[config.mk]
export PLATFORM = sky130hd
export DESIGN_NAME = uc_intc_flat
export DESIGN_NICKNAME = d
export VERILOG_FILES = /design/src/rtl/uc_intc_pkg.sv /design/src/rtl/uc_intc_if.sv /design/src/rtl/uc_intc_timer.sv /design/src/rtl/uc_intc.sv /design/src/flat_wrapper.sv
export SDC_FILE = /design/constraint.sdc
export NUM_CORES = 1
export LEC_CHECK = 0
export ABC_AREA = 1
export BUFFER_PORTS_ARGS = -buffer_cell sky130_fd_sc_hd__buf_2
export CAP_MARGIN = 0
export CORE_MARGIN = 8
export CORE_UTILIZATION = 45
export DETAILED_ROUTE_END_ITERATION = 10
export GPL_ROUTABILITY_DRIVEN = 0
export PLACE_DENSITY = 0.81
export SETUP_SLACK_MARGIN = 0.3
export SKIP_CTS_REPAIR_TIMING = 1
export SLEW_MARGIN = 20
export SYNTH_ARGS = -nofsm -noshare
export SYNTH_HDL_FRONTEND = slang
export SYNTH_HIERARCHICAL = 1
export SYNTH_SLANG_ARGS = --single-unit
[constraint.sdc]
create_clock -name clk -period 1.35 [get_ports clk]
set_input_delay 0.0675 -clock clk [delete_from_list [all_inputs] [get_ports clk]]
set_output_delay 0.0675 -clock clk [all_outputs]
set_load 0.02 [all_outputs]
[src/rtl/uc_intc_pkg.sv]
// uc_intc_pkg: shared types and constants for the uc_intc interrupt controller.
// FSM encoding, interrupt id width and the default vector layout live here.
package uc_intc_pkg;

    typedef enum logic [1:0] {
        ST_IDLE    = 2'd0,
        ST_REQ     = 2'd1,
        ST_SERVICE = 2'd2
    } state_t;

    // Wide enough for up to 8 request lines.
    localparam int IRQ_ID_W = 3;

    localparam logic [9:0] DEF_VEC_BASE   = 10'h3F0;
    localparam int         DEF_VEC_STRIDE = 4;

    localparam int TMR_W = 16;

endpackage

[src/rtl/uc_intc_if.sv]
// uc_intc_if: request/mask/return inputs and dispatch outputs of uc_intc.
// The master side drives requests, mask writes and fin_interrup; the slave
// side (the controller) drives s_interrup, vector, id, busy, pending and a
// debug copy of its FSM state.
// Handshake: s_interrup is a one-cycle entry pulse with vec_addr/irq_id valid
// in that cycle; the controller then stays busy until the master pulses
// fin_interrup, which is only honoured while busy and not in the entry cycle.
interface uc_intc_if #(
    parameter int N_IRQ = 4,
    parameter int VEC_W = 10
) ();
    import uc_intc_pkg::*;

    logic [N_IRQ-1:0]    irq_i;
    logic                mask_we;
    logic [N_IRQ-1:0]    mask_d;
    logic                fin_interrup;
    logic                s_interrup;
    logic [VEC_W-1:0]    vec_addr;
    logic [IRQ_ID_W-1:0] irq_id;
    logic                busy;
    logic [N_IRQ-1:0]    pending;
    state_t              state_dbg;

    modport master (
        output irq_i, mask_we, mask_d, fin_interrup,
        input  s_interrup, vec_addr, irq_id, busy, pending, state_dbg
    );

    modport slave (
        input  irq_i, mask_we, mask_d, fin_interrup,
        output s_interrup, vec_addr, irq_id, busy, pending, state_dbg
    );

endinterface

[src/rtl/uc_intc_timer.sv]
// uc_intc_timer: periodic down-counter feeding source 0 of uc_intc.
// Writing tmr_d loads both reload and count; a reload of 0 stops the timer.
module uc_intc_timer
    import uc_intc_pkg::*;
(
    input  logic             clk,
    input  logic             rst_n,
    input  logic             tmr_we,
    input  logic [TMR_W-1:0] tmr_d,
    output logic             tick
);

    logic [TMR_W-1:0] reload;
    logic [TMR_W-1:0] count;

    // A tick is emitted in the cycle the running counter reaches 1.
    assign tick = !tmr_we && (reload != '0) && (count == TMR_W'(1));

    // Load on write, otherwise count down and wrap back to reload at 1.
    always_ff @(posedge clk or negedge rst_n) begin
        if (!rst_n) begin
            reload <= '0;
            count  <= '0;
        end else if (tmr_we) begin
            reload <= tmr_d;
            count  <= tmr_d;
        end else if (reload != '0) begin
            if (count <= TMR_W'(1)) begin
                count <= reload;
            end else begin
                count <= count - TMR_W'(1);
            end
        end
    end

endmodule

[src/rtl/uc_intc.sv]
// uc_intc: interrupt controller between the I/O ports and the uc/PC mux.
// Rising edges on irq_i are latched as pending, masked, and dispatched by
// fixed priority (lowest index first) as a one-cycle s_interrup pulse with
// the vector PC. No further dispatch until fin_interrup returns to IDLE.
// Optional feature: define UC_INTC_TIMER_EN to add an internal periodic timer
// (ports tmr_we/tmr_d) whose tick is ORed into the edge of source 0.
module uc_intc
    import uc_intc_pkg::*;
#(
    parameter int               N_IRQ      = 4,
    parameter int               VEC_W      = 10,
    parameter logic [VEC_W-1:0] VEC_BASE   = VEC_W'(DEF_VEC_BASE),
    parameter int               VEC_STRIDE = DEF_VEC_STRIDE
) (
    input  logic             clk,
    input  logic             rst_n,
    uc_intc_if.slave         bus
`ifdef UC_INTC_TIMER_EN
    ,
    input  logic             tmr_we,
    input  logic [TMR_W-1:0] tmr_d
`endif
);

    // Lowest set bit wins.
    function automatic logic [IRQ_ID_W-1:0] prio_sel(input logic [N_IRQ-1:0] req);
        logic [IRQ_ID_W-1:0] id;
        id = '0;
        for (int i = N_IRQ - 1; i >= 0; i--) begin
            if (req[i]) begin
                id = IRQ_ID_W'(i);
            end
        end
        return id;
    endfunction

    // Vector address, wrapping modulo 2^VEC_W.
    function automatic logic [VEC_W-1:0] vec_of(input logic [IRQ_ID_W-1:0] id);
        return VEC_W'(32'(VEC_BASE) + 32'(id) * 32'(VEC_STRIDE));
    endfunction

    logic [N_IRQ-1:0]    irq_prev;
    logic [N_IRQ-1:0]    mask;
    logic [N_IRQ-1:0]    pending_q;
    logic [N_IRQ-1:0]    edge_det;
    logic [N_IRQ-1:0]    clr;
    logic [N_IRQ-1:0]    avail;
    logic [IRQ_ID_W-1:0] sel_id;
    logic                tick;

    state_t              state;
    logic                s_int_q;
    logic                busy_q;
    logic [IRQ_ID_W-1:0] id_q;
    logic [VEC_W-1:0]    vec_q;

`ifdef UC_INTC_TIMER_EN
    uc_intc_timer u_timer (
        .clk    (clk),
        .rst_n  (rst_n),
        .tmr_we (tmr_we),
        .tmr_d  (tmr_d),
        .tick   (tick)
    );
`else
    assign tick = 1'b0;
`endif

    // Edge detect, timer tick merge, dispatch clear and selection.
    always_comb begin
        edge_det    = bus.irq_i & ~irq_prev;
        edge_det[0] = edge_det[0] | tick;
        clr         = (state == ST_REQ) ? (N_IRQ'(1) << id_q) : '0;
        avail       = pending_q & mask;
        sel_id      = prio_sel(avail);
    end

    // Request history, mask register and pending latch (a new edge beats a clear).
    always_ff @(posedge clk or negedge rst_n) begin
        if (!rst_n) begin
            irq_prev  <= '0;
            mask      <= '1;
            pending_q <= '0;
        end else begin
            irq_prev  <= bus.irq_i;
            pending_q <= (pending_q & ~clr) | edge_det;
            if (bus.mask_we) begin
                mask <= bus.mask_d;
            end
        end
    end

    // Dispatch FSM with registered outputs: IDLE -> REQ (1 cycle) -> SERVICE.
    always_ff @(posedge clk or negedge rst_n) begin
        if (!rst_n) begin
            state   <= ST_IDLE;
            s_int_q <= 1'b0;
            busy_q  <= 1'b0;
            id_q    <= '0;
            vec_q   <= '0;
        end else begin
            case (state)
                ST_IDLE: begin
                    if (avail != '0) begin
                        state   <= ST_REQ;
                        s_int_q <= 1'b1;
                        busy_q  <= 1'b1;
                        id_q    <= sel_id;
                        vec_q   <= vec_of(sel_id);
                    end
                end
                ST_REQ: begin
                    state   <= ST_SERVICE;
                    s_int_q <= 1'b0;
                end
                ST_SERVICE: begin
                    if (bus.fin_interrup) begin
                        state  <= ST_IDLE;
                        busy_q <= 1'b0;
                        id_q   <= '0;
                        vec_q  <= '0;
                    end
                end
                default: begin
                    state   <= ST_IDLE;
                    s_int_q <= 1'b0;
                    busy_q  <= 1'b0;
                    id_q    <= '0;
                    vec_q   <= '0;
                end
            endcase
        end
    end

    assign bus.s_interrup = s_int_q;
    assign bus.vec_addr   = vec_q;
    assign bus.irq_id     = id_q;
    assign bus.busy       = busy_q;
    assign bus.pending    = pending_q;
    assign bus.state_dbg  = state;

endmodule

[src/flat_wrapper.sv]
// flat-port wrapper written by rule: the top's interface ports become plain ports
module uc_intc_flat import uc_intc_pkg::*;
#(
    parameter int               N_IRQ      = 4,
    parameter int               VEC_W      = 10,
    parameter logic [VEC_W-1:0] VEC_BASE   = VEC_W'(DEF_VEC_BASE),
    parameter int               VEC_STRIDE = DEF_VEC_STRIDE
)
  (clk, rst_n, bus_irq_i, bus_mask_we, bus_mask_d, bus_fin_interrup, bus_s_interrup, bus_vec_addr, bus_irq_id, bus_busy, bus_pending, bus_state_dbg);
  uc_intc_if #(.N_IRQ(N_IRQ), .VEC_W(VEC_W)) bus_i ();
  input  logic clk;
  input  logic rst_n;
  input wire logic [$bits(bus_i.irq_i)-1:0] bus_irq_i;
  input wire logic [$bits(bus_i.mask_we)-1:0] bus_mask_we;
  input wire logic [$bits(bus_i.mask_d)-1:0] bus_mask_d;
  input wire logic [$bits(bus_i.fin_interrup)-1:0] bus_fin_interrup;
  output wire logic [$bits(bus_i.s_interrup)-1:0] bus_s_interrup;
  output wire logic [$bits(bus_i.vec_addr)-1:0] bus_vec_addr;
  output wire logic [$bits(bus_i.irq_id)-1:0] bus_irq_id;
  output wire logic [$bits(bus_i.busy)-1:0] bus_busy;
  output wire logic [$bits(bus_i.pending)-1:0] bus_pending;
  output wire logic [$bits(bus_i.state_dbg)-1:0] bus_state_dbg;
  assign bus_i.irq_i = bus_irq_i;
  assign bus_i.mask_we = bus_mask_we;
  assign bus_i.mask_d = bus_mask_d;
  assign bus_i.fin_interrup = bus_fin_interrup;
  assign bus_s_interrup = bus_i.s_interrup;
  assign bus_vec_addr = bus_i.vec_addr;
  assign bus_irq_id = bus_i.irq_id;
  assign bus_busy = bus_i.busy;
  assign bus_pending = bus_i.pending;
  assign bus_state_dbg = bus_i.state_dbg;
  uc_intc #(.N_IRQ(N_IRQ), .VEC_W(VEC_W), .VEC_BASE(VEC_BASE), .VEC_STRIDE(VEC_STRIDE)) u_core (.clk(clk), .rst_n(rst_n), .bus(bus_i));
endmodule
==> impl_summary.txt, run 1 <==
----------------------------------------------------
[Status]
  Run status ... completed

[Drt]
  Detail-routed via count per cell ... 4.72
  Residual DRC count ... 0
  Final routed wirelength across all metal layers ... 1630 um
  Number of search-and-repair iterations in the first detailed-routing pass ... 3
  Remaining antenna violation count ... 0
  1st-iter DRT viols ... 3
  Via count ... 599
  Routed length per placed instance ... 12.9 um

[Pwr]
  Ratio of total power to cell area ... 2070 nW/um^2
  Cell internal pwr ... 1.16 mW
  Power consumption ... 2.12 mW
  Static leakage ... 0.512 nW
  Share of power burned in combinational logic ... 47.0%
  Switching share of power ... 45.1%
  Peak ir drop on the vdd network ... 1.10 mV
  Power share of the sequential group ... 39.8%
  Part of the total power dissipated in the clock network ... 13.3%
  Power dissipated by switching net loads ... 954 uW

[Place]
  Hpwl dp ... 1200 um
  Port-buffer cells ... 29

[Layout]
  Most common cell after layout, fill and taps aside ... sky130_fd_sc_hd__buf_2
  Area Growth Syn to Fin ... 32.7%
  Fraction of layout cells with a size suffix above 1 ... 47.3%
  Commonest cells after routing, fill and taps aside ... sky130_fd_sc_hd__buf_2 (28), sky130_fd_sc_hd__dfrtp_1 (12), sky130_fd_sc_hd__nand2_1 (11), sky130_fd_sc_hd__dlygate4sd3_1 (9), sky130_fd_sc_hd__inv_1 (8)
  Antenna fix cells ... 0
  Fill cell total of the finished layout ... 143
  Net count, final ... 123

[STA]
  Total Neg Setup Slack ... 0 ns
  Pins over their slew limit ... 0
  Final Skew ... 0.00315 ns
  Maximum frequency from static timing analysis ... 0.941 GHz
  Setup repair after global routing missed its margin ... true
  Min Tclk post-route ... 1.06 ns
  Final setup vio count ... 0
  Part of the cycle the worst path needs ... 78.7%
  WHS ... 0.0755 ns
  Hold Vio Cnt, Final ... 0

[Synthesis]
  Cell variety after synth ... 12
  Number of warnings printed during yosys synthesis ... 6
  Yosys reg bits ... 18
  Area of the mapped netlist ... 768 um^2
  Synthesized instance count ... 76
  Synthesized area per cell ... 10.1 um^2
  Sequential element share of the synthesized area ... 59.3%

[Clock network]
  Number of sinks on the clock net ... 18
  Number of levels in the clock H-tree ... 1
  Clock tree buffer depth ... 2
  CTS tree ... yes
  Clock transition at the registers of the reported paths ... 0.10 ns
  Total CTS buffers ... 3
  Worst-Skew Late Latency ... 0.30 ns
  Clock root buffer master ... sky130_fd_sc_hd__clkbuf_4

[Run]
  Max-cap violations ... 0

[Worst setup path]
  Crit end category ... output port
  Worst setup path category ... register to output port
  Worst Setup SP ... u_core/bus.pending[1]
  Required time of the critical path ... 1.28 ns
  R2R setup slack ... 0.32 ns
  Arrival time at the worst endpoint ... 0.99 ns
  Maximum fanout along the worst path ... 3
  Origin of the critical flop-to-flop path ... u_core/mask[1]
  CP startpoint kind ... register

[Floorplanning]
  Die Ht ... 57.3 um
  Total Die Area ... 3290 um^2
  Num rows ... 15
  Num ports ... 33
  Floorplan Core Area ... 1670 um^2
  Starting density of the core ... 46.0%
  DIE WIDTH ... 57.3 um

[Global route]
  First-pass GRT wire length ... 2320 um
  Global-route total usage across every layer ... 9.33%
  Overflow left after global routing ... 0
  Number of global-route vias before repair ... 537
  Number of antenna violations at the first check in global routing ... 0
  Maximum number of pins on one net before global-route repair ... 19

[Hold path]
  Beginning of the worst hold path ... bus_mask_we
  Kind of path behind the tightest hold check ... primary input to register

----------------------------------------------------
[power by group through the flow]
stage,logic (mW),registers [mW],clock network (mW)
2_1_floorplan,0.570,0.965,0
3_3_place_gp,0.874,0.823,0
3_5_place_dp,0.889,0.832,0
4_1_cts,0.891,0.821,0.291
5_1_grt,1.08,0.867,0.314
6_report,0.993,0.842,0.281
[through the flow]
stage	area, um^2	cells	util (%)	setup slack (ns)
after detailed placement	860	113	51.5	0.306
after floorplan	776	78	-	0.308
after global placement	860	113	51.5	0.311
after global routing	1020	127	61.0	0.251
after CTS	886	117	53.0	0.288
final	1020	127	61.0	0.288
[final cells by class]
type / instances / area (um^2) / share of cell area (%)
Clock buffer: 4 / 26.3 / 2.58
Inverter: 9 / 33.8 / 3.31
Multi-Input combinational cell: 40 / 231 / 22.7
Sequential cell: 18 / 458 / 44.9
Tap cell: 17 / 21.3 / 2.09
Timing Repair Buffer: 39 / 249 / 24.4
[cell families after synthesis]
family | Yosys count | share of synthesized area [%]
AOI/OAI and AO/OA | 10 | 7.00
buffers and inverters | 20 | 15.1
DFF | 18 | 59.3
muxes | 4 | 5.86
other | 1 | 0.488
and+or+nand+nor | 23 | 12.2
[Yosys cell counts, drive strengths merged]
| library cell | count | area [um^2] |
|---|---|---|
| buf | 11 | 82.6 |
| conb | 1 | 3.75 |
| dfrtp | 14 | 350 |
| dfstp | 4 | 105 |
| inv | 9 | 33.8 |
| mux2 | 4 | 45.0 |
| nand2 | 15 | 56.3 |
| nand3 | 4 | 20.0 |
| nand4 | 1 | 6.26 |
| nor2 | 3 | 11.3 |
| o21ai | 10 | 53.8 |
[worst paths after layout]
check | end | depth (start not counted)
max in group asynchronous | u_core/mask[0] | 2
worst min-delay path | u_core/mask[3] | 2
worst max-delay path | bus_pending[1] | 2
min in group asynchronous | u_core/bus.vec_addr[3] | 2
worst max register to register | u_core/bus.irq_id[0] | 5
worst min register to register | u_core/bus.pending[1] | 1
[flip-flops by register name (all words and copies together) (netlist names)]
signal                 count
u_core/irq_prev            4
u_core/bus.pending         4
u_core/bus.irq_id          1
u_core/bus.vec_addr        2
u_core/bus.state_dbg       2
u_core/bus.s_interrup      1
u_core/mask                4
[metal layers]
| layer | global-route usage (%) | wire, um | up-vias | share of wire [%] |
|---|---|---|---|---|
| met5 | 0 | 0 | - | 0 |
| met3 | 3.81 | 149 | 3 | 9.1 |
| li1 | - | - | 296 | - |
| met2 | 15.0 | 807 | 23 | 49 |
| met4 | 6.43 | 31 | 0 | 1.9 |
| met1 | 9.73 | 643 | 277 | 39 |
[critical path, cell delays in order (launching register included)]
cell,delay (ns)
sky130_fd_sc_hd__dfrtp_1,0.42
sky130_fd_sc_hd__buf_4,0.15
sky130_fd_sc_hd__buf_6,0.12
No activity file was read; power rests on OpenSTA's default activity.
==> run 2: changes to the inputs <==
--- a/config.mk
+++ b/config.mk
@@ -9,10 +9,10 @@
 export BUFFER_PORTS_ARGS = -buffer_cell sky130_fd_sc_hd__buf_2
 export CAP_MARGIN = 0
 export CORE_MARGIN = 8
-export CORE_UTILIZATION = 45
+export CORE_UTILIZATION = 40
 export DETAILED_ROUTE_END_ITERATION = 10
 export GPL_ROUTABILITY_DRIVEN = 0
-export PLACE_DENSITY = 0.81
+export PLACE_DENSITY = 0.77
 export SETUP_SLACK_MARGIN = 0.3
 export SKIP_CTS_REPAIR_TIMING = 1
 export SLEW_MARGIN = 20
==> constraint.sdc (replaced) <==
create_clock -name clk -period 0.85 [get_ports clk]
set_input_delay 0.0425 -clock clk [delete_from_list [all_inputs] [get_ports clk]]
set_output_delay 0.0425 -clock clk [all_outputs]
set_load 0.02 [all_outputs]
==> impl_summary.txt, run 2 (same netlist as run 1, synthesis figures left out) <==
----------------------------------------------------
[Floorplanning]
  Num ports ... 33
  Floorplan Core Area ... 1880 um^2
  DIE WIDTH ... 59.8 um
  Starting density of the core ... 40.8%
  Total Die Area ... 3580 um^2
  Die Ht ... 59.8 um
  Num rows ... 16

[Global route]
  Global-route total usage across every layer ... 10.2%
  Maximum number of pins on one net before global-route repair ... 19
  First-pass GRT wire length ... 2750 um
  Overflow left after global routing ... 0
  Number of global-route vias before repair ... 669
  Number of antenna violations at the first check in global routing ... 0

[Layout]
  Antenna fix cells ... 0
  Commonest cells after routing, fill and taps aside ... sky130_fd_sc_hd__buf_6 (27), sky130_fd_sc_hd__buf_2 (12), sky130_fd_sc_hd__nand2_1 (10), sky130_fd_sc_hd__o21ai_1 (8), sky130_fd_sc_hd__dfrtp_2 (8)
  Seq. cell area ... 465 um^2
  Area Growth Syn to Fin ... 64.5%
  Net count, final ... 131
  Fill cell total of the finished layout ... 146
  Most common cell after layout, fill and taps aside ... sky130_fd_sc_hd__buf_6
  Multi-input gate area in the final layout ... 270 um^2
  Post-Layout Inst Area ... 1260 um^2
  Fraction of layout cells with a size suffix above 1 ... 63.6%

[Pwr]
  Ratio of total power to cell area ... 3580 nW/um^2
  Peak ir drop on the vdd network ... 1.81 mV
  Static leakage ... 0.620 nW

[Drt]
  Residual DRC count ... 0
  1st-iter DRT viols ... 3
  Remaining antenna violation count ... 0
  Detail-routed via count per cell ... 4.52
  Routed length per placed instance ... 14.2 um
  Final routed wirelength across all metal layers ... 2060 um
  Number of search-and-repair iterations in the first detailed-routing pass ... 3
  Via count ... 656

[Clock network]
  Clock root buffer master ... sky130_fd_sc_hd__clkbuf_4
  CTS tree ... yes
  Number of levels in the clock H-tree ... 1
  Number of sinks on the clock net ... 18
  Clock transition at the registers of the reported paths ... 0.10 ns
  Clock tree buffer depth ... 2
  Worst-Skew Late Latency ... 0.29 ns
  Total CTS buffers ... 3

[STA]
  Pins over their slew limit ... 0
  Final setup vio count ... 28
  Part of the cycle the worst path needs ... 124%
  Maximum frequency from static timing analysis ... 0.951 GHz
  Final Skew ... 0.00306 ns
  Min Tclk post-route ... 1.05 ns
  Post-layout worst setup margin ... -0.201 ns
  WHS ... -0.339 ns
  Setup repair after global routing missed its margin ... true
  Hold Vio Cnt, Final ... 22

[Worst setup path]
  Cell family with the largest share of critical-path delay ... flip-flops
  Origin of the critical flop-to-flop path ... u_core/bus.state_dbg[0]
  Maximum fanout along the worst path ... 3
  Required time of the critical path ... 0.81 ns
  Worst setup path category ... register to output port
  R2R setup slack ... -0.18 ns
  CP startpoint kind ... register
  Arrival time at the worst endpoint ... 1.01 ns
  Longest individual stage delay on the worst path ... 0.43 ns
  Depth of the worst register-to-register path ... 5
  FF-to-FF End ... u_core/bus.vec_addr[3]
  Cells along the critical path ... buf_6 -> buf_2
  Crit end category ... output port
  Number of buffers and inverters on the critical path ... 2
  Critical-path cell with the highest stage delay ... sky130_fd_sc_hd__dfrtp_2

[Status]
  Violated checks ... negative hold slack, negative setup slack
  Run status ... complete, but fails checks

[Hold path]
  Kind of path behind the tightest hold check ... primary input to asynchronous set/reset pin

[Run]
  Max-cap violations ... 0

[Place]
  Placement-stage worst setup slack ... -0.193 ns
  Area after detailed placement ... 977 um^2
  Port-buffer cells ... 29

----------------------------------------------------
run 2: through the flow:
stage	instances	hold slack [ns]	total power [mW]	utilization (%)	setup TNS (ns)
after CTS	136	-0.332	3.56	53.3	-4.41
after global placement	132	-0.0192	3.06	51.9	-0.978
after detailed placement	132	-0.0107	3.13	51.9	-1.37
final	145	-0.339	4.52	67.2	-4.09
after floorplan	78	-0.253	2.66	-	-1.04
after global routing	145	-0.318	4.78	67.2	-5.38
run 2: layout make-up:
cell class | count | share of cell area [%]
sequential | 18 | 36.8
timing repair buffer | 47 | 34.4
tap | 27 | 2.67
inverter | 9 | 2.67
multi-input combinational | 40 | 21.4
clock buffer | 4 | 2.08
run 2: routing by layer:
layer,global-route usage [%],share of wire (%)
met1,10.2,38
met2,18.9,56
met3,3.01,5.6
met4,4.08,0.83
met5,0,0
run 2: how the worst max path moves through the flow:
| stage | start | to | slack [ns] | cells past startpoint |
|---|---|---|---|---|
| after detailed placement | u_core/mask[2] | u_core/bus.vec_addr[3] | -0.19 | 5 |
| after CTS | u_core/bus.irq_id[0] | bus_vec_addr[2] | -0.23 | 2 |
| final | u_core/bus.state_dbg[0] | bus_state_dbg[0] | -0.20 | 2 |
| after global routing | u_core/bus.state_dbg[0] | u_core/bus.vec_addr[3] | -0.25 | 5 |
| after global placement | u_core/mask[2] | u_core/bus.irq_id[0] | -0.13 | 5 |
| after floorplan | u_core/bus.pending[1] | u_core/bus.irq_id[0] | -0.13 | 5 |
run 2: worst reg2reg max path, cell delays in order, from the launching register on:
cell	delay [ns]
sky130_fd_sc_hd__dfrtp_2	0.43
sky130_fd_sc_hd__buf_6	0.13
sky130_fd_sc_hd__nor2_4	0.14
sky130_fd_sc_hd__buf_6	0.12
sky130_fd_sc_hd__nand4_1	0.08
sky130_fd_sc_hd__nand2_1	0.07
run 2: power by group:
group	switching (mW)	total [mW]	internal (mW)
logic	1.29	2.68	1.38
registers	0.290	1.42	1.13
clock network	0.248	0.430	0.182
